<file path="src/rtl/boost_pwm_modulator_pkg.sv">
// Shared definitions for the boost PWM modulator: FSM state encoding and the
// width used for the signed duty arithmetic.
package boost_pwm_modulator_pkg;

   typedef enum logic {
      ST_IDLE = 1'b0,
      ST_RUN  = 1'b1
   } state_e;

   // Two extra bits over the wider operand keep offset addition and clamping overflow-free.
   function automatic int calc_width(input int in_w, input int cnt_w);
      return ((in_w > cnt_w) ? in_w : cnt_w) + 2;
   endfunction

endpackage

</file>
<file path="src/rtl/boost_pwm_modulator_duty_scale.sv">
// Combinational duty scaling: arithmetic shift of the controller output, add the
// operating-point offset, saturate to the duty limits and flag saturation.
module pwm_duty_scale
   import boost_pwm_modulator_pkg::*;
#(
   parameter int WIDTH       = 16,
   parameter int CNT_WIDTH   = 10,
   parameter int DUTY_OFFSET = 500,
   parameter int IN_SHIFT    = 6,
   parameter int DUTY_MIN    = 0,
   parameter int DUTY_MAX    = 900
) (
   input  logic signed [WIDTH-1:0]     in_data_i,
   output logic        [CNT_WIDTH-1:0] sat_o,
   output logic                        clamp_o
);

   localparam int CALC_W = calc_width(WIDTH, CNT_WIDTH);
   localparam logic signed [CALC_W-1:0] OFFSET_S = CALC_W'(DUTY_OFFSET);
   localparam logic signed [CALC_W-1:0] MIN_S    = CALC_W'(DUTY_MIN);
   localparam logic signed [CALC_W-1:0] MAX_S    = CALC_W'(DUTY_MAX);

   logic signed [CALC_W-1:0] in_ext;
   logic signed [CALC_W-1:0] raw;
   logic signed [CALC_W-1:0] sat;

   always_comb begin
      in_ext = {{(CALC_W-WIDTH){in_data_i[WIDTH-1]}}, in_data_i};
      raw    = (in_ext >>> IN_SHIFT) + OFFSET_S;
      if (raw < MIN_S) begin
         sat = MIN_S;
      end else if (raw > MAX_S) begin
         sat = MAX_S;
      end else begin
         sat = raw;
      end
   end

   assign sat_o   = sat[CNT_WIDTH-1:0];
   assign clamp_o = (raw != sat);

endmodule

</file>
<file path="src/rtl/boost_pwm_modulator.sv">
// Boost converter PWM stage: per-period shadowed duty, complementary gates with
// dead-time, period-start strobe and ADC sample trigger.
module boost_pwm_modulator
   import boost_pwm_modulator_pkg::*;
#(
   parameter int WIDTH        = 16,
   parameter int CNT_WIDTH    = 10,
   parameter int PERIOD       = 1000,
   parameter int DUTY_OFFSET  = 500,
   parameter int IN_SHIFT     = 6,
   parameter int DUTY_MIN     = 0,
   parameter int DUTY_MAX     = 900,
   parameter int DEADTIME     = 4,
   parameter int SAMPLE_POINT = 250
) (
   input  logic                        clk,
   input  logic                        reset,
   input  logic                        enable,
   input  logic signed [WIDTH-1:0]     inData,
   output logic                        pwmHigh,
   output logic                        pwmLow,
   output logic                        periodStart,
   output logic                        sampleTrig,
   output logic        [CNT_WIDTH-1:0] duty,
   output logic                        clamped
);

   localparam logic [CNT_WIDTH-1:0] CNT_LAST = CNT_WIDTH'(PERIOD - 1);
   localparam logic [CNT_WIDTH-1:0] DT_CNT   = CNT_WIDTH'(DEADTIME);
   localparam logic [CNT_WIDTH:0]   DT_EXT   = (CNT_WIDTH+1)'(DEADTIME);
   localparam logic [CNT_WIDTH-1:0] SP_CNT   = CNT_WIDTH'(SAMPLE_POINT);
   localparam logic [CNT_WIDTH-1:0] DMIN_CNT = CNT_WIDTH'(DUTY_MIN);

   state_e                 state_q, state_d;
   logic [CNT_WIDTH-1:0]   cnt_q, cnt_d;
   logic [CNT_WIDTH-1:0]   duty_q, duty_d;
   logic                   clamped_q, clamped_d;
   logic                   high_q, high_d;
   logic                   low_q, low_d;
   logic                   start_q, start_d;
   logic                   trig_q, trig_d;
   logic [CNT_WIDTH-1:0]   sat;
   logic                   sat_clamp;

   pwm_duty_scale #(
      .WIDTH       (WIDTH),
      .CNT_WIDTH   (CNT_WIDTH),
      .DUTY_OFFSET (DUTY_OFFSET),
      .IN_SHIFT    (IN_SHIFT),
      .DUTY_MIN    (DUTY_MIN),
      .DUTY_MAX    (DUTY_MAX)
   ) u_scale (
      .in_data_i (inData),
      .sat_o     (sat),
      .clamp_o   (sat_clamp)
   );

   always_comb begin
      // NOTE: every _d gets a default first so no path leaves a latch behind.
      state_d   = state_q;
      cnt_d     = cnt_q;
      duty_d    = duty_q;
      clamped_d = clamped_q;
      high_d    = 1'b0;
      low_d     = 1'b0;
      start_d   = 1'b0;
      trig_d    = 1'b0;
      case (state_q)
         ST_IDLE: begin
            if (enable) begin
               state_d   = ST_RUN;
               cnt_d     = '0;
               duty_d    = sat;
               clamped_d = sat_clamp;
            end
         end
         ST_RUN: begin
            if (!enable) begin
               state_d = ST_IDLE;
               cnt_d   = '0;
            end else begin
               high_d  = (cnt_q >= DT_CNT) && (cnt_q < duty_q);
               low_d   = ({1'b0, cnt_q} >= ({1'b0, duty_q} + DT_EXT));
               start_d = (cnt_q == '0);
               trig_d  = (cnt_q == SP_CNT);
               // Shadow reload on the last count so the new duty applies from cnt=0.
               if (cnt_q == CNT_LAST) begin
                  cnt_d     = '0;
                  duty_d    = sat;
                  clamped_d = sat_clamp;
               end else begin
                  cnt_d = cnt_q + 1'b1;
               end
            end
         end
         default: state_d = ST_IDLE;
      endcase
   end

   always_ff @(posedge clk) begin
      // NOTE: non-blocking assignments so every register samples pre-edge values.
      if (reset) begin
         state_q   <= ST_IDLE;
         cnt_q     <= '0;
         duty_q    <= DMIN_CNT;
         clamped_q <= 1'b0;
         high_q    <= 1'b0;
         low_q     <= 1'b0;
         start_q   <= 1'b0;
         trig_q    <= 1'b0;
      end else begin
         state_q   <= state_d;
         cnt_q     <= cnt_d;
         duty_q    <= duty_d;
         clamped_q <= clamped_d;
         high_q    <= high_d;
         low_q     <= low_d;
         start_q   <= start_d;
         trig_q    <= trig_d;
      end
   end

   assign pwmHigh     = high_q;
   assign pwmLow      = low_q;
   assign periodStart = start_q;
   assign sampleTrig  = trig_q;
   assign duty        = duty_q;
   assign clamped     = clamped_q;

endmodule
</file>
<file path="config.mk">
export PLATFORM = sky130hd
export DESIGN_NAME = boost_pwm_modulator
export DESIGN_NICKNAME = d
export VERILOG_FILES = /design/src/rtl/boost_pwm_modulator_pkg.sv /design/src/rtl/boost_pwm_modulator_duty_scale.sv /design/src/rtl/boost_pwm_modulator.sv
export SDC_FILE = /design/constraint.sdc
export NUM_CORES = 1
export LEC_CHECK = 0
export ABC_AREA = 1
export CELL_PAD_IN_SITES_DETAIL_PLACEMENT = 0
export CELL_PAD_IN_SITES_GLOBAL_PLACEMENT = 1
export CORE_ASPECT_RATIO = 1.1
export CORE_MARGIN = 8
export CORE_UTILIZATION = 42
export DETAILED_ROUTE_END_ITERATION = 7
export PLACE_DENSITY_LB_ADDON = 0.1
export SYNTH_ARGS = -nofsm -noshare
export SYNTH_HDL_FRONTEND = slang
export SYNTH_SLANG_ARGS = --single-unit
</file>
<file path="constraint.sdc">
create_clock -name clk -period 3.7 [get_ports clk]
set_input_delay 1.11 -clock clk [delete_from_list [all_inputs] [get_ports clk]]
set_output_delay 1.11 -clock clk [all_outputs]
set_load 0.03 [all_outputs]
</file>
Word level (Yosys, flattened, before mapping):

Cells that the tools add are included.

* bits in registers: 26
* bits of input ports: 19
* word-level logic and storage cells: 43

* add/subtract/negate cells: 3
* $lt $le $gt $ge: 5
* equal/unequal tests: 6
* multiplexer cells: 15
* bitwise gates (word level): 2
* reduce and logical (&&, ||, !) cells: 4

Operator list (number)
* $mux W10: 6
* $pmux W10 S2: 2
* $mux W18: 2
* $gt A18 B11 Y1 const B: 1
* $lt A18 B1 Y1 const B: 1
* $ne A18 B18 Y1: 1
* $add A10 B10 Y11 const B: 1
* $add A10 B3 Y11 const B: 1
* $ge A10 B11 Y1: 1
* $add A10 B1 Y10 const B: 1
* $eq A10 B10 Y1 const B: 1
* $eq A10 B8 Y1 const B: 1
* $ge A10 B3 Y1 const B: 1
* $logic_not A10 Y1: 1
* $lt A10 B10 Y1: 1
* $mux W1: 4
* $ne A2 B2 Y1 const B: 2
* $reduce_and A3 Y1: 1
* $reduce_or A3 Y1: 1
* $ne A2 B1 Y1 const B: 1
* $not A1 Y1: 2
* $pmux W1 S2: 1
* $logic_and A1 B1 Y1: 1

Depth between registers and ports, before layout:

Gate-level depths: netlist of the first run.

* depth after elaboration: 8
* mapped depth: 13
* gate-level depth less buffers: 13

By module:

From an unflattened synthesis of the first run, not the netlist that was laid out.

* cells, all modules: 321
* area total of the unflattened synthesis: 2174.6 sq um

Modules (own cells, without submodules)
* boost_pwm_modulator: times used 1, cells each 252, area each 1774.2 sq um, sequential area each 520.5 sq um
* pwm_duty_scale: times used 1, cells each 69, area each 400.4 sq um, sequential area each 0.0 sq um

Worst setup path before layout of the first run:

OpenSTA, ideal clock, no wires.

* path kind: input -> register
* start: input port inData[8]
* end: register duty_q[2], in the netlist duty[2]
* data arrival time: 2111 ps
* data required time: 3631 ps
* slack: 1520 ps
* stages: 10
* cell sequence: ha_1 inv_1 nand3_1 nand2_1 nand2_1 nor2_4 nand3_4 nand2_1 nand2_1 a21oi_2

* cells in the longest elaborated chain, start to end: 7
* elaborated cells on any way between the ends: 9

Ends and longest elaborated chain
* start: declaration: line boost_pwm_modulator.sv:19 `input logic signed [WIDTH-1:0] inData,`
* $add A10 B10 Y11 *: line boost_pwm_modulator_duty_scale.sv:29 `raw = (in_ext >>> IN_SHIFT) + OFFSET_S;`
* $gt A18 B11 Y1: line boost_pwm_modulator_duty_scale.sv:32 `end else if (raw > MAX_S) begin`
* $mux W18: line boost_pwm_modulator_duty_scale.sv:32
* $mux W18 *: line boost_pwm_modulator_duty_scale.sv:30 `if (raw < MIN_S) begin`
* $mux W10: line boost_pwm_modulator.sv:87 `if (cnt_q == CNT_LAST) begin`
* $mux W10: line boost_pwm_modulator.sv:78 `if (!enable) begin`
* $pmux W10 S2 *: line boost_pwm_modulator.sv:68 `case (state_q)`
* end signal: assignment: line boost_pwm_modulator.sv:114 `duty_q <= duty_d;`
* end: declaration: line boost_pwm_modulator.sv:36 `logic [CNT_WIDTH-1:0] duty_q, duty_d;`

Every way passes the cells marked *; elsewhere a longest branch is shown, timed or not. The select of a mux whose other input is x is not followed.
A chain may end at the register's enable or synchronous reset.

Worst setup path after layout of the first run:

Same ends and word-level chain as after synthesis.

==> results, run 1 <==
- After global routing the overflow that remains totals 0.
- The most common cell in the synthesized netlist is nand2_1.
- The die extent in y is 89.9 um.
- The largest single stage delay on the critical path is 500 ps.
- The maximum clock skew at final layout is 7.41 ps.
- The data required time of the worst path is around 3900 ps.
- The maximum level of the CTS H-tree is 1.
- IR analysis of the VDD net gives a maximum drop of about 0.14 mV.
- The wire-length estimate of the detail-placed layout is 3920 um.
- Setup repair after global routing left no endpoint under its margin.
- The overall die area is 7480 um2.
- The final standard cell area without fillers is around 2500 um2.
- The worst setup path is launched from an input pin.
- The most used flip-flop cell after synthesis is dfxtp_1.
- Of the post-synthesis cell area, the dominant cell type holds 0.250.
- The count of cells along the worst register-to-register path is 13.
- The worst hold path endpoint is duty[9]$_SDFFE_PP0P_.
- The synthesized netlist net count is about 330.
- The class of the most critical hold timing path is reg2reg.
- The register clock-pin slew on the reported worst setup and hold paths is 100 ps.
- Setup violations remaining at the end of the flow were counted as 0.
- The total via count in the routed design is about 1800.
- Yosys mapped a number of flops with a built-in enable equal to 0.
- The first global-routing pass estimated 8570 um of wire.
- At the end of the flow, the number of nets in the layout was roughly 360.
- After synthesis, the share of flip-flops with an asynchronous set or reset is 0.
- The final critical path time including I/O delays and setup is 2610 ps.
- The flop-to-flop setup slack is 1540 ps.
- By area the synthesized netlist is led by dfxtp_1 (25%), ha_1 (15%), nand2_1 (11%), inv_1 (5.9%), nor2_1 (4.9%).
- The total of max-cap violations is 0.
- Once the clock tree was built, the resizer swapped 0 gates to a different size.
- The insertion delay to the later sink of the worst-skew pair is 280 ps.
- After detailed routing, the average wire length per cell comes to 12.9 um.
- On the critical path the largest part of the delay comes from simple AND/OR/NAND/NOR gates.
- The slowest stage of the critical path is the clkdlybuf4s50_1 cell.
- The via count of the first global-routing pass came to 1887.
- The floorplan has 27 rows.
- Summed over all instances, the cell type with the most area after synthesis is dfxtp_1.
- The number of clock sinks seen by CTS is 26.
- Summed over all failing endpoints, the final setup total negative slack is 0 ps.
- The startpoint of the lowest-slack register-to-register path is duty[2]$_SDFFE_PP0P_.
- In the finished design, the share of the clock period the worst path needs comes to 0.705.
- The cell area that synthesis handed to floorplanning was 2090 um2.
- For this block, the routed nets add up to between 4000 and 5000 um of wire.
- The TritonCTS clock tree is yes.
- The synthesized flop and latch total is 26.
- The most frequent cell on the critical path is nand2_1.
- The number of standard cells after synthesis is between 200 and 300.
- The average footprint of a synthesized cell is roughly 7.3 um2.
- The power per cell area is 278 nW/um2.
- The root buffer cell chosen for the clock tree is clkbuf_8.
- The final hold violation count was 0.
- For this run, the detailed router's first-pass iteration total came to 4.
- The number of I/O pins is 34.
- Across every metal layer, demand over resource in global routing totals 0.132.
- The number of cells on the worst hold path is 2.
- The origin of the worst min-delay path is duty[9]$_SDFFE_PP0P_.
- The congestion estimate from routability-driven global placement came to 0.759.
- Dividing the detail-routed via count by the number of cells gives 4.96.
- The endpoint of the worst register-to-register path is pwmLow$_SDFF_PP0_.
- The pin count of the biggest net entering global routing is 23.
- After filler insertion, the fill cell instance count of the layout stands at 516.
- Buffers inserted during clock tree synthesis total 3.
- The critical path is of the in2reg type.
- Tracing the worst setup path back leads to its startpoint at inData[8].
- The first routing iteration left 41 violations.
- Sorting the synthesized cells by how often they occur yields nand2_1 (60), inv_1 (33), nor2_1 (27), dfxtp_1 (26), ha_1 (25).
- The count of different cell masters after synthesis is 37.
- The number of antenna violations at the first check in global routing came to 0.
- The run finished with clean final reports.
- Data on the critical path arrives at its endpoint at 2830 ps.
- For this design the static power due to leakage is 1.04 nW.
- The pin slew with the least headroom to its limit is 714 ps.
- The timing-limited maximum frequency is 383 MHz.
- The repair_antennas step left the layout with diodes totalling 0.
- STA classifies the critical path endpoint as a flop.
- The post-CTS setup buffer count is 0.
- The floorplan step set the die width to just over 80 um.
- The placed cell area is 2410 um2.
- The deepest clock path buffer count is 2.
- The synthesis-to-layout area growth is 19.1%.
- The fraction of final layout cells sized beyond drive strength 1 is 0.125.
- Yosys printed 0 warnings.
- The starting density of the core is 0.426.
- Counting both buffers and inverters, the worst setup path holds a total of 2.
- The worst slew margin relative to its limit is 0.522.
- The sequential fraction of the synthesis area is 0.250.
- The signal on the critical path passes through clkdlybuf4s50_1 -> ha_1 -> inv_1 -> nand3_1 -> nand2_1 -> nand2_1 -> nor2_4 -> nand3_4 -> nand2_1 -> nand2_1 -> a21oi_2.
- The area of the core is 4900 um2.
- The final max-slew violation count was 0.
- The total of buffers placed on input and output ports is 27.
- The detail route stage leaves a number of antenna-violating nets equal to 0.
- The worst-path maximum fanout is 8.
- The remaining design rule violation count is 0.
- For this design, the CTS-stage hold fixing added 0 buffers.
## through the flow
step | hold WS, ps | setup slack, ps | cells | utilization | total power [W]
6_report | 494 | 1090 | 371 | 0.507 | 0.000691
5_1_grt | 540 | 909 | 371 | 0.507 | 0.000732
4_1_cts | 501 | 1080 | 371 | 0.507 | 0.000702
3_5_place_dp | 487 | 788 | 367 | 0.492 | 0.000460
3_3_place_gp | 481 | 809 | 367 | 0.492 | 0.000459
2_1_floorplan | 490 | 1520 | 285 | - | 0.000406
## placed cells by master (no fill, tap or decap), types with 3 or more instances in the layout
master            n
nand3_2           7
a22oi_1           3
nor3_1            4
nor2_4            4
xnor2_1           3
clkdlybuf4s50_1  27
o21a_1            3
ha_1             25
a21oi_2           8
dfxtp_1          26
nand2_1          60
nor2_1           27
nand4_1           6
a21oi_1          18
inv_1            33
clkbuf_8          3
inv_2             4
nand3b_1          4
xor2_1            7
nand3_1          17
## kinds of logic (layout without fill, tap and decap cells)
| logic type | count (synthesis) | in the layout | share of synthesized area |
|---|---|---|---|
| DFF | 26 | 26 | 0.250 |
| buffers and inverters | 42 | 70 | 0.0804 |
| and+or+nand+nor | 142 | 142 | 0.355 |
| xor gates and xnor gates | 10 | 10 | 0.0420 |
| adders and majority gates | 25 | 25 | 0.150 |
| AOI/OAI and AO/OA | 40 | 40 | 0.123 |
## metal layers
| layer | up-vias | wire (um) | track usage |
|---|---|---|---|
| li1 | 1000 | - | - |
| met1 | 810 | 2300 | 0.160 |
| met2 | 26 | 2290 | 0.229 |
| met3 | 5 | 163 | 0.0226 |
| met4 | 0 | 53 | 0.0396 |
| met5 | - | 0 | 0 |
## power by group
part           switching (W)  total [W]  internal [W]
sequential         0.0000110   0.000300      0.000289
clock              0.0000946   0.000239      0.000145
combinational      0.0000903   0.000152     0.0000612
## worst max-delay path by stage
stage	slack (ps)	cells past startpoint	end
final	1090	11	duty[2]$_SDFFE_PP0P_
after global routing	910	11	duty[2]$_SDFFE_PP0P_
after CTS	1080	11	duty[2]$_SDFFE_PP0P_
after detailed placement	790	11	duty[2]$_SDFFE_PP0P_
after global placement	810	11	duty[2]$_SDFFE_PP0P_
after floorplan	1520	10	duty[2]$_SDFFE_PP0P_
## sequential cells by signal, indices dropped and copies added (netlist names)
register     flops
duty            10
clamped          1
state_q          1
pwmLow           1
sampleTrig       1
cnt_q           10
pwmHigh          1
periodStart      1
## worst register-to-register path, stage by stage (launching register included)
cell and delay [ps]:
dfxtp_1 440, ha_1 220, nand2_1 70, nor2_1 210, nand3_1 120, xor2_1 160
ha_1 310, a21oi_1 120, nand3b_1 110, nand2_1 60, nor2_1 90, nand3_1 70
nand2_1 60, inv_1 30
## cell type report
| type | instances | area, um2 | area share |
|---|---|---|---|
| inverter | 38 | 144 | 0.0579 |
| timing repair buffer | 28 | 278 | 0.112 |
| clock inverter | 1 | 30.0 | 0.0121 |
| clock buffer | 3 | 41.3 | 0.0166 |
| multi-input combinational | 217 | 1400 | 0.563 |
| sequential | 26 | 520 | 0.210 |
| tap | 58 | 72.6 | 0.0292 |
Note: power is estimated with default switching activity, not from simulation.
==> inputs of run 2 (changes only) <==
- CORE_UTILIZATION: 42 -> 35
- clock period: 3.7 -> 2.33 ns (I/O delays scaled with it)
==> results, run 2 (synthesized netlist as in run 1, its figures left out) <==
- The worst-case setup margin in the final layout is 186 ps (-906 ps).
- The estimated wirelength of the detail-placed design came to 4160 um (+6.2%).
- The total congestion overflow came to 0 (unchanged).
- The first-pass detailed-route iteration total is 4 (unchanged).
- Relative to the synthesized area, the layout overhead comes to 25.6%.
- The insertion delay to the later sink of the worst-skew pair is 280 ps (about the same).
- The post-CTS setup buffer count is 0 (unchanged).
- The TritonCTS clock tree is yes.
- The weighted congestion reported at the end of routability-driven placement came to 0.786 (+3.6%).
- Traced cell by cell, the critical path runs through clkdlybuf4s50_1.
- The maximum vdd drop was 0.249 mV (+79%).
- The remaining design rule violation count was 0 (unchanged).
- The sum of routed wire length over all layers is 5010 um (+4.4%).
- The number of I/O pins is 34 (unchanged).
- The maximum level of the CTS H-tree is 1 (unchanged).
- The deepest clock path buffer count is 2 (unchanged).
- The clock tree root buffer cell is clkbuf_8.
- The area of the core is 5770 um2 (+18%).
- The die extent in y is 97.0 um (+7.8%).
- The overall die area is 8690 um2 (+16%).
- The fraction of final layout cells sized beyond drive strength 1 was 0.165 (+0.0400).
- The register clock-pin slew on the reported worst setup and hold paths came to 90 ps (about the same).
- The total of max-cap violations is 0 (unchanged).
- The data required time of the worst path is 1630 ps (-2290 ps).
- The flow ran to the end, and the final reports show no timing, DRC or antenna violations.
- The largest individual stage delay along the critical path comes from the cell clkdlybuf4s50_1.
- The count of cells along the worst register-to-register path came to 13 (unchanged).
- The number of clock sinks seen by CTS came to 26 (unchanged).
- The total of buffers placed on input and output ports is 27 (unchanged).
- The number of buffers added by the clock tree synthesis step is 3 (unchanged).
- The delay of the slowest cell on the worst path is 720 ps (+220 ps).
- The pin slew with the least headroom to its limit came to 369 ps (-345 ps).
- The timing-limited maximum frequency is between 400 and 500 MHz.
- The maximum clock skew at final layout is 8.75 ps (+1.34 ps).
- The count of endpoints failing setup in the final report is 0 (unchanged).
- The final design utilization is 0.454 (-0.0529).
- The pre-CTS setup slack was -20.0 ps (-808 ps).
- The via count of the first global-routing pass is 1950 (+3.3%).
- The path length in cells of the critical path was 1 (-10).
- The type of the worst setup path is reg2out.
- The power per cell area is 429 nW/um2 (+54%).
- The total via count in the routed design is 1901 (+3.3%).
- The post-cts gate resize count is 0 (unchanged).
- The quantity of hold-fixing buffers added after cts is 0 (unchanged).
- Leaving out fill and tap cells, the most frequent cells in the layout are nand2_1 (60), inv_1 (33), nor2_1 (27), clkdlybuf4s50_1 (27), dfxtp_1 (26).
- The total power of the final layout is 0.00112 W (+63%).
- The data arrival time of the critical path is 1440 ps (-1390 ps).
- The worst slew margin relative to its limit is 0.752 (+0.230).
- The startpoint class of the critical path is a flop.
- STA classifies the critical path endpoint as a primary output.
- Among cell families on the critical path, the largest total delay comes from buffers and inverters.
- The worst slack on hold paths is 500 ps (+6.23 ps).
- The average routed wire per standard cell is 12.4 um (-4.3%).
- The global-route total usage across every layer is 0.130 (-0.00169).
- The leakage dissipation came to 1.11 nW (+7.0%).
- Setup repair after global routing left no endpoint under its margin.
- The standard-cell row count is 29 (+7.4%).
- The final hold violation count came to 0 (unchanged).
- The final max-slew violation count came to 0 (unchanged).
- The die boundary width is 89.6 um (+7.7%).
- The worst-path maximum fanout is 6 (-2).
- The share of the clock period used by the worst path is 0.920.
- Subtracting the final worst setup slack from the clock period gives 2140 ps.
- The most common cell after layout, fill and taps aside is nand2_1.
- The detailed-route vias per instance is 4.69 (-5.4%).
- The number of buffers and inverters on the critical path is 1 (-1).
- The number of antenna repair diodes was 0 (unchanged).
- The pin count of the biggest net entering global routing is 22 (-4.3%).
- The number of routed nets with antenna violations is 0 (unchanged).
- The starting density of the core is 0.362 (-0.0643).
- The final net count was 373 (+4.2%).
- The number of antenna violations at the first check in global routing is 0 (unchanged).
- The layout filler cell count came to 597 (+16%).
- The number of cells on the worst hold path was 2 (unchanged).
- The class of the most critical hold timing path is reg2reg.
- The global-route wire length before repair came to 9160 um (+6.9%).
- The DRC marker count from the first detailed-route iteration was 75 (+83%).
run 2: cell count changes in the layout (fill, tap and decap cells not counted), sizes merged:
cell and change:
buf +15
run 2: final cells by class:
cell class | count | area, um2 | share of cell area
flip-flops and latches | 26 | 520 | 0.199
clock inverters | 1 | 30.0 | 0.0115
inverters | 38 | 144 | 0.0549
repair buffers | 43 | 390 | 0.149
well taps | 77 | 96.3 | 0.0368
clock buffers | 3 | 41.3 | 0.0158
multi-input cells | 217 | 1400 | 0.533
run 2: per-stage QoR:
| stage | area [um2] | TNS, ps | instances |
|---|---|---|---|
| global route | 2620 | 0 | 405 |
| CTS | 2620 | 0 | 405 |
| floorplan | 2090 | 0 | 285 |
| finish | 2620 | 0 | 405 |
| detailed placement | 2550 | -39.6 | 401 |
| global placement | 2550 | -6.51 | 401 |
run 2: report_power, final:
group | switching (W) | internal [W]
clock network | 0.000156 | 0.000230
registers | 0.0000153 | 0.000459
logic | 0.000149 | 0.000114
run 2: final timing paths:
path / start / to / slack, ps
worst max-delay path: duty[7]$_SDFFE_PP0P_ / duty[7] / 190
worst min-delay path: duty[9]$_SDFFE_PP0P_ / duty[9]$_SDFFE_PP0P_ / 500
worst max register to register: duty[3]$_SDFFE_PP0P_ / pwmLow$_SDFF_PP0_ / 340
worst min register to register: duty[9]$_SDFFE_PP0P_ / duty[9]$_SDFFE_PP0P_ / 500
run 2: worst min-delay path: cells and delay by family (launching register included):
family / cells / cell delay (ps)
AOI/OAI and AO/OA: 1 / 60
DFF: 1 / 340
and+or+nand+nor: 1 / 70
run 2: metal layers:
metal	track usage	vias up	wire, um
li1	-	1028	-
met1	0.176	842	2480
met2	0.203	27	2300
met3	0.0228	4	187
met4	0.0346	0	48
met5	0	-	0
==> inputs of run 3 (changes only) <==
- CELL_PAD_IN_SITES_DETAIL_PLACEMENT: 0 -> 1
- GPL_TIMING_DRIVEN: unset -> 0
==> results, run 3 (synthesized netlist as in run 1, its figures left out) <==
- The switching power share of the total is 0.298 (+0.0128).
- The sum of routed wire length over all layers is 5650 um (+13%).
- The first-pass detailed-route iteration total is 4 (unchanged).
- The DRC marker count from the first detailed-route iteration is 43 (-43%).
- The synthesis-to-layout area growth is 21.3%.
- The part of the total power dissipated in the clock network is 0.353 (+0.009).
- The worst-case setup margin in the final layout was 166 ps (-19.9 ps).
- The final critical path time including I/O delays and setup is 2160 ps (+19.9 ps).
- The placed cell area was 2450 um2 (-3.8%).
- The average routed wire per standard cell is 14.4 um (+16%).
- The number of placed cells counting well taps is 389 (-3.0%).
- The total of buffers placed on input and output ports is 27 (unchanged).
- The detailed-route vias per instance is 4.88 (+4.0%).
- The deepest clock path buffer count is 2 (unchanged).
- The cell family contributing the most delay on the critical path is buffers and inverters.
- The worst setup path is captured at a primary output.
- The register clock-pin slew on the reported worst setup and hold paths came to 100 ps (about the same).
- The critical path is of the reg2out type.
- The class of the most critical hold timing path is reg2reg.
- The delay of the slowest cell on the worst path was 720 ps (about the same).
- The number of antenna violations at the first check in global routing was 0 (unchanged).
- The most common cell after layout, fill and taps aside is nand2_1.
- The standard-cell row count is 29 (unchanged).
- The path length in cells of the critical path is 1 (unchanged).
- The weighted congestion reported at the end of routability-driven placement was 0.761 (-3.2%).
- The run finished with clean final reports.
- The final net count came to 361 (-3.2%).
- The power per cell area is 445 nW/um2 (+3.6%).
- The starting density of the core is 0.362 (unchanged).
- The maximum vdd drop is 0.257 mV (+3.2%).
- The final hold violation count is 0 (unchanged).
- The insertion delay to the later sink of the worst-skew pair is 280 ps (about the same).
- The final sum of negative setup slack was 0 ps (unchanged).
- The filler-free cell count of the finished design is 393 (-3.0%).
- The pin count of the biggest net entering global routing was 16 (-27%).
- The number of buffers added by the clock tree synthesis step came to 3 (unchanged).
- For this design, the slowest cell found on the critical path is clkdlybuf4s50_1.
- The remaining design rule violation count came to 0 (unchanged).
- The number of cells on the worst hold path is 2 (unchanged).
- The quantity of hold-fixing buffers added after cts came to 0 (unchanged).
- The worst slew margin relative to its limit is 0.506 (-0.245).
- The number of clock sinks seen by CTS is 26 (unchanged).
- The final standard cell area without fillers is 2530 um2 (-3.4%).
- The total congestion overflow came to 0 (unchanged).
- Walking the worst path, the cells encountered are clkdlybuf4s50_1.
- The total of max-cap violations is 0 (unchanged).
- The global-route total usage across every layer is 0.143 (+0.0126).
- The overall die area came to 8690 um2 (unchanged).
- The via count of the first global-routing pass is 2080 (+6.7%).
- The number of I/O pins is 34 (unchanged).
- The worst-path maximum fanout is 6 (unchanged).
- The leakage dissipation came to 1.06 nW (-5.0%).
- The timing-limited maximum frequency is 462 MHz (-0.92%).
- TritonCTS built the clock tree.
- The worst setup path is launched from a flop.
- The data required time of the worst path came to 1630 ps (about the same).
- The total via count in the routed design came to 1919 (+0.95%).
- The part of the total power dissipated in combinational logic is 0.223 (-0.012).
- The count of endpoints failing setup in the final report is 0 (unchanged).
- The area of the core is 5770 um2 (unchanged).
- The fraction of final layout cells sized beyond drive strength 1 is 0.133 (-0.0317).
- The global-route wire length before repair came to 9950 um (+8.6%).
- The pre-CTS setup slack is -182 ps (-162 ps).
- The design internal power is 0.000790 W (-1.7%).
- Leaving out fill and tap cells, the most frequent cells in the layout are nand2_1 (60), inv_1 (33), nor2_1 (26), clkdlybuf4s50_1 (26).
- The number of routed nets with antenna violations was 0 (unchanged).
- The estimated wirelength of the detail-placed design was 4650 um (+12%).
- The maximum level of the CTS H-tree was 1 (unchanged).
- The number of antenna repair diodes is 0 (unchanged).
- The number of buffers and inverters on the critical path was 1 (unchanged).
- The switching component of the power is 0.000335 W (+4.5%).
- The die boundary width came to 89.6 um (unchanged).
- Clock tree synthesis selected as its root buffer the cell clkbuf_8.
- The maximum clock skew at final layout is 9.40 ps (+0.647 ps).
- The final max-slew violation count came to 0 (unchanged).
- The share of the clock period used by the worst path is 0.929 (+0.00854).
- The count of cells along the worst register-to-register path is 13 (unchanged).
- The fraction of power consumed by sequential logic is 0.424 (+0.002).
- The die extent in y is 97.0 um (unchanged).
- The pin slew with the least headroom to its limit is 738 ps (+368 ps).
- The data arrival time of the critical path is 1460 ps (+20 ps).
==> run 3: cell count changes in the layout (fill, tap and decap cells not counted), sizes merged <==
cell / change
buf: -14
clkbuf: +2
clkdlybuf4s50: -1
dlymetal6s2s: +1
==> run 3: per-stage QoR <==
step | hold WS (ps) | util | total power [W]
2_1_floorplan | 490 | - | 0.000645
3_3_place_gp | 486 | 0.425 | 0.000737
3_5_place_dp | 483 | 0.425 | 0.000740
4_1_cts | 497 | 0.437 | 0.00114
5_1_grt | 535 | 0.439 | 0.00118
6_report | 494 | 0.439 | 0.00112
==> run 3: metal layers <==
| layer | wire length (um) | vias to the layer above | GRT usage | part of all wire |
|---|---|---|---|---|
| met4 | 68 | 0 | 0.0423 | 0.012 |
| met3 | 129 | 4 | 0.0220 | 0.023 |
| met1 | 2810 | 889 | 0.184 | 0.50 |
| li1 | - | 1006 | - | - |
| met2 | 2650 | 20 | 0.234 | 0.47 |
| met5 | 0 | - | 0 | 0 |
==> run 3: path summary, 6_finish.rpt <==
kind / from / endpoint / slack [ps]
hold / removal: duty[9]$_SDFFE_PP0P_ / duty[9]$_SDFFE_PP0P_ / 490
setup / recovery: duty[7]$_SDFFE_PP0P_ / duty[7] / 170
setup reg to reg: duty[3]$_SDFFE_PP0P_ / pwmLow$_SDFF_PP0_ / 230
hold reg to reg: duty[9]$_SDFFE_PP0P_ / duty[9]$_SDFFE_PP0P_ / 490
==> run 3: timing repair <==
action | in CTS | in global routing
setup endpoints to repair | 0 | 5
gates resized for setup | 0 | 3
setup buffers | 0 | 0
==> run 3: area by class of cell <==
cell class	instances	area, um2
sequential	26	522
inverter	38	144
tap	77	96.3
multi-input combinational	217	1400
timing repair buffer	27	273
clock inverter	1	30.0
clock buffer	3	41.3
fill	715	3240
buffer	4	23.8
==> run 3: power groups by stage <==
stage               combinational, W  sequential [W]  clock [W]
floorplan                   0.000138        0.000507          0
global placement            0.000250        0.000487          0
detailed placement          0.000253        0.000487          0
CTS                         0.000255        0.000477   0.000404
global route                0.000283        0.000480   0.000420
finish                      0.000251        0.000477   0.000397
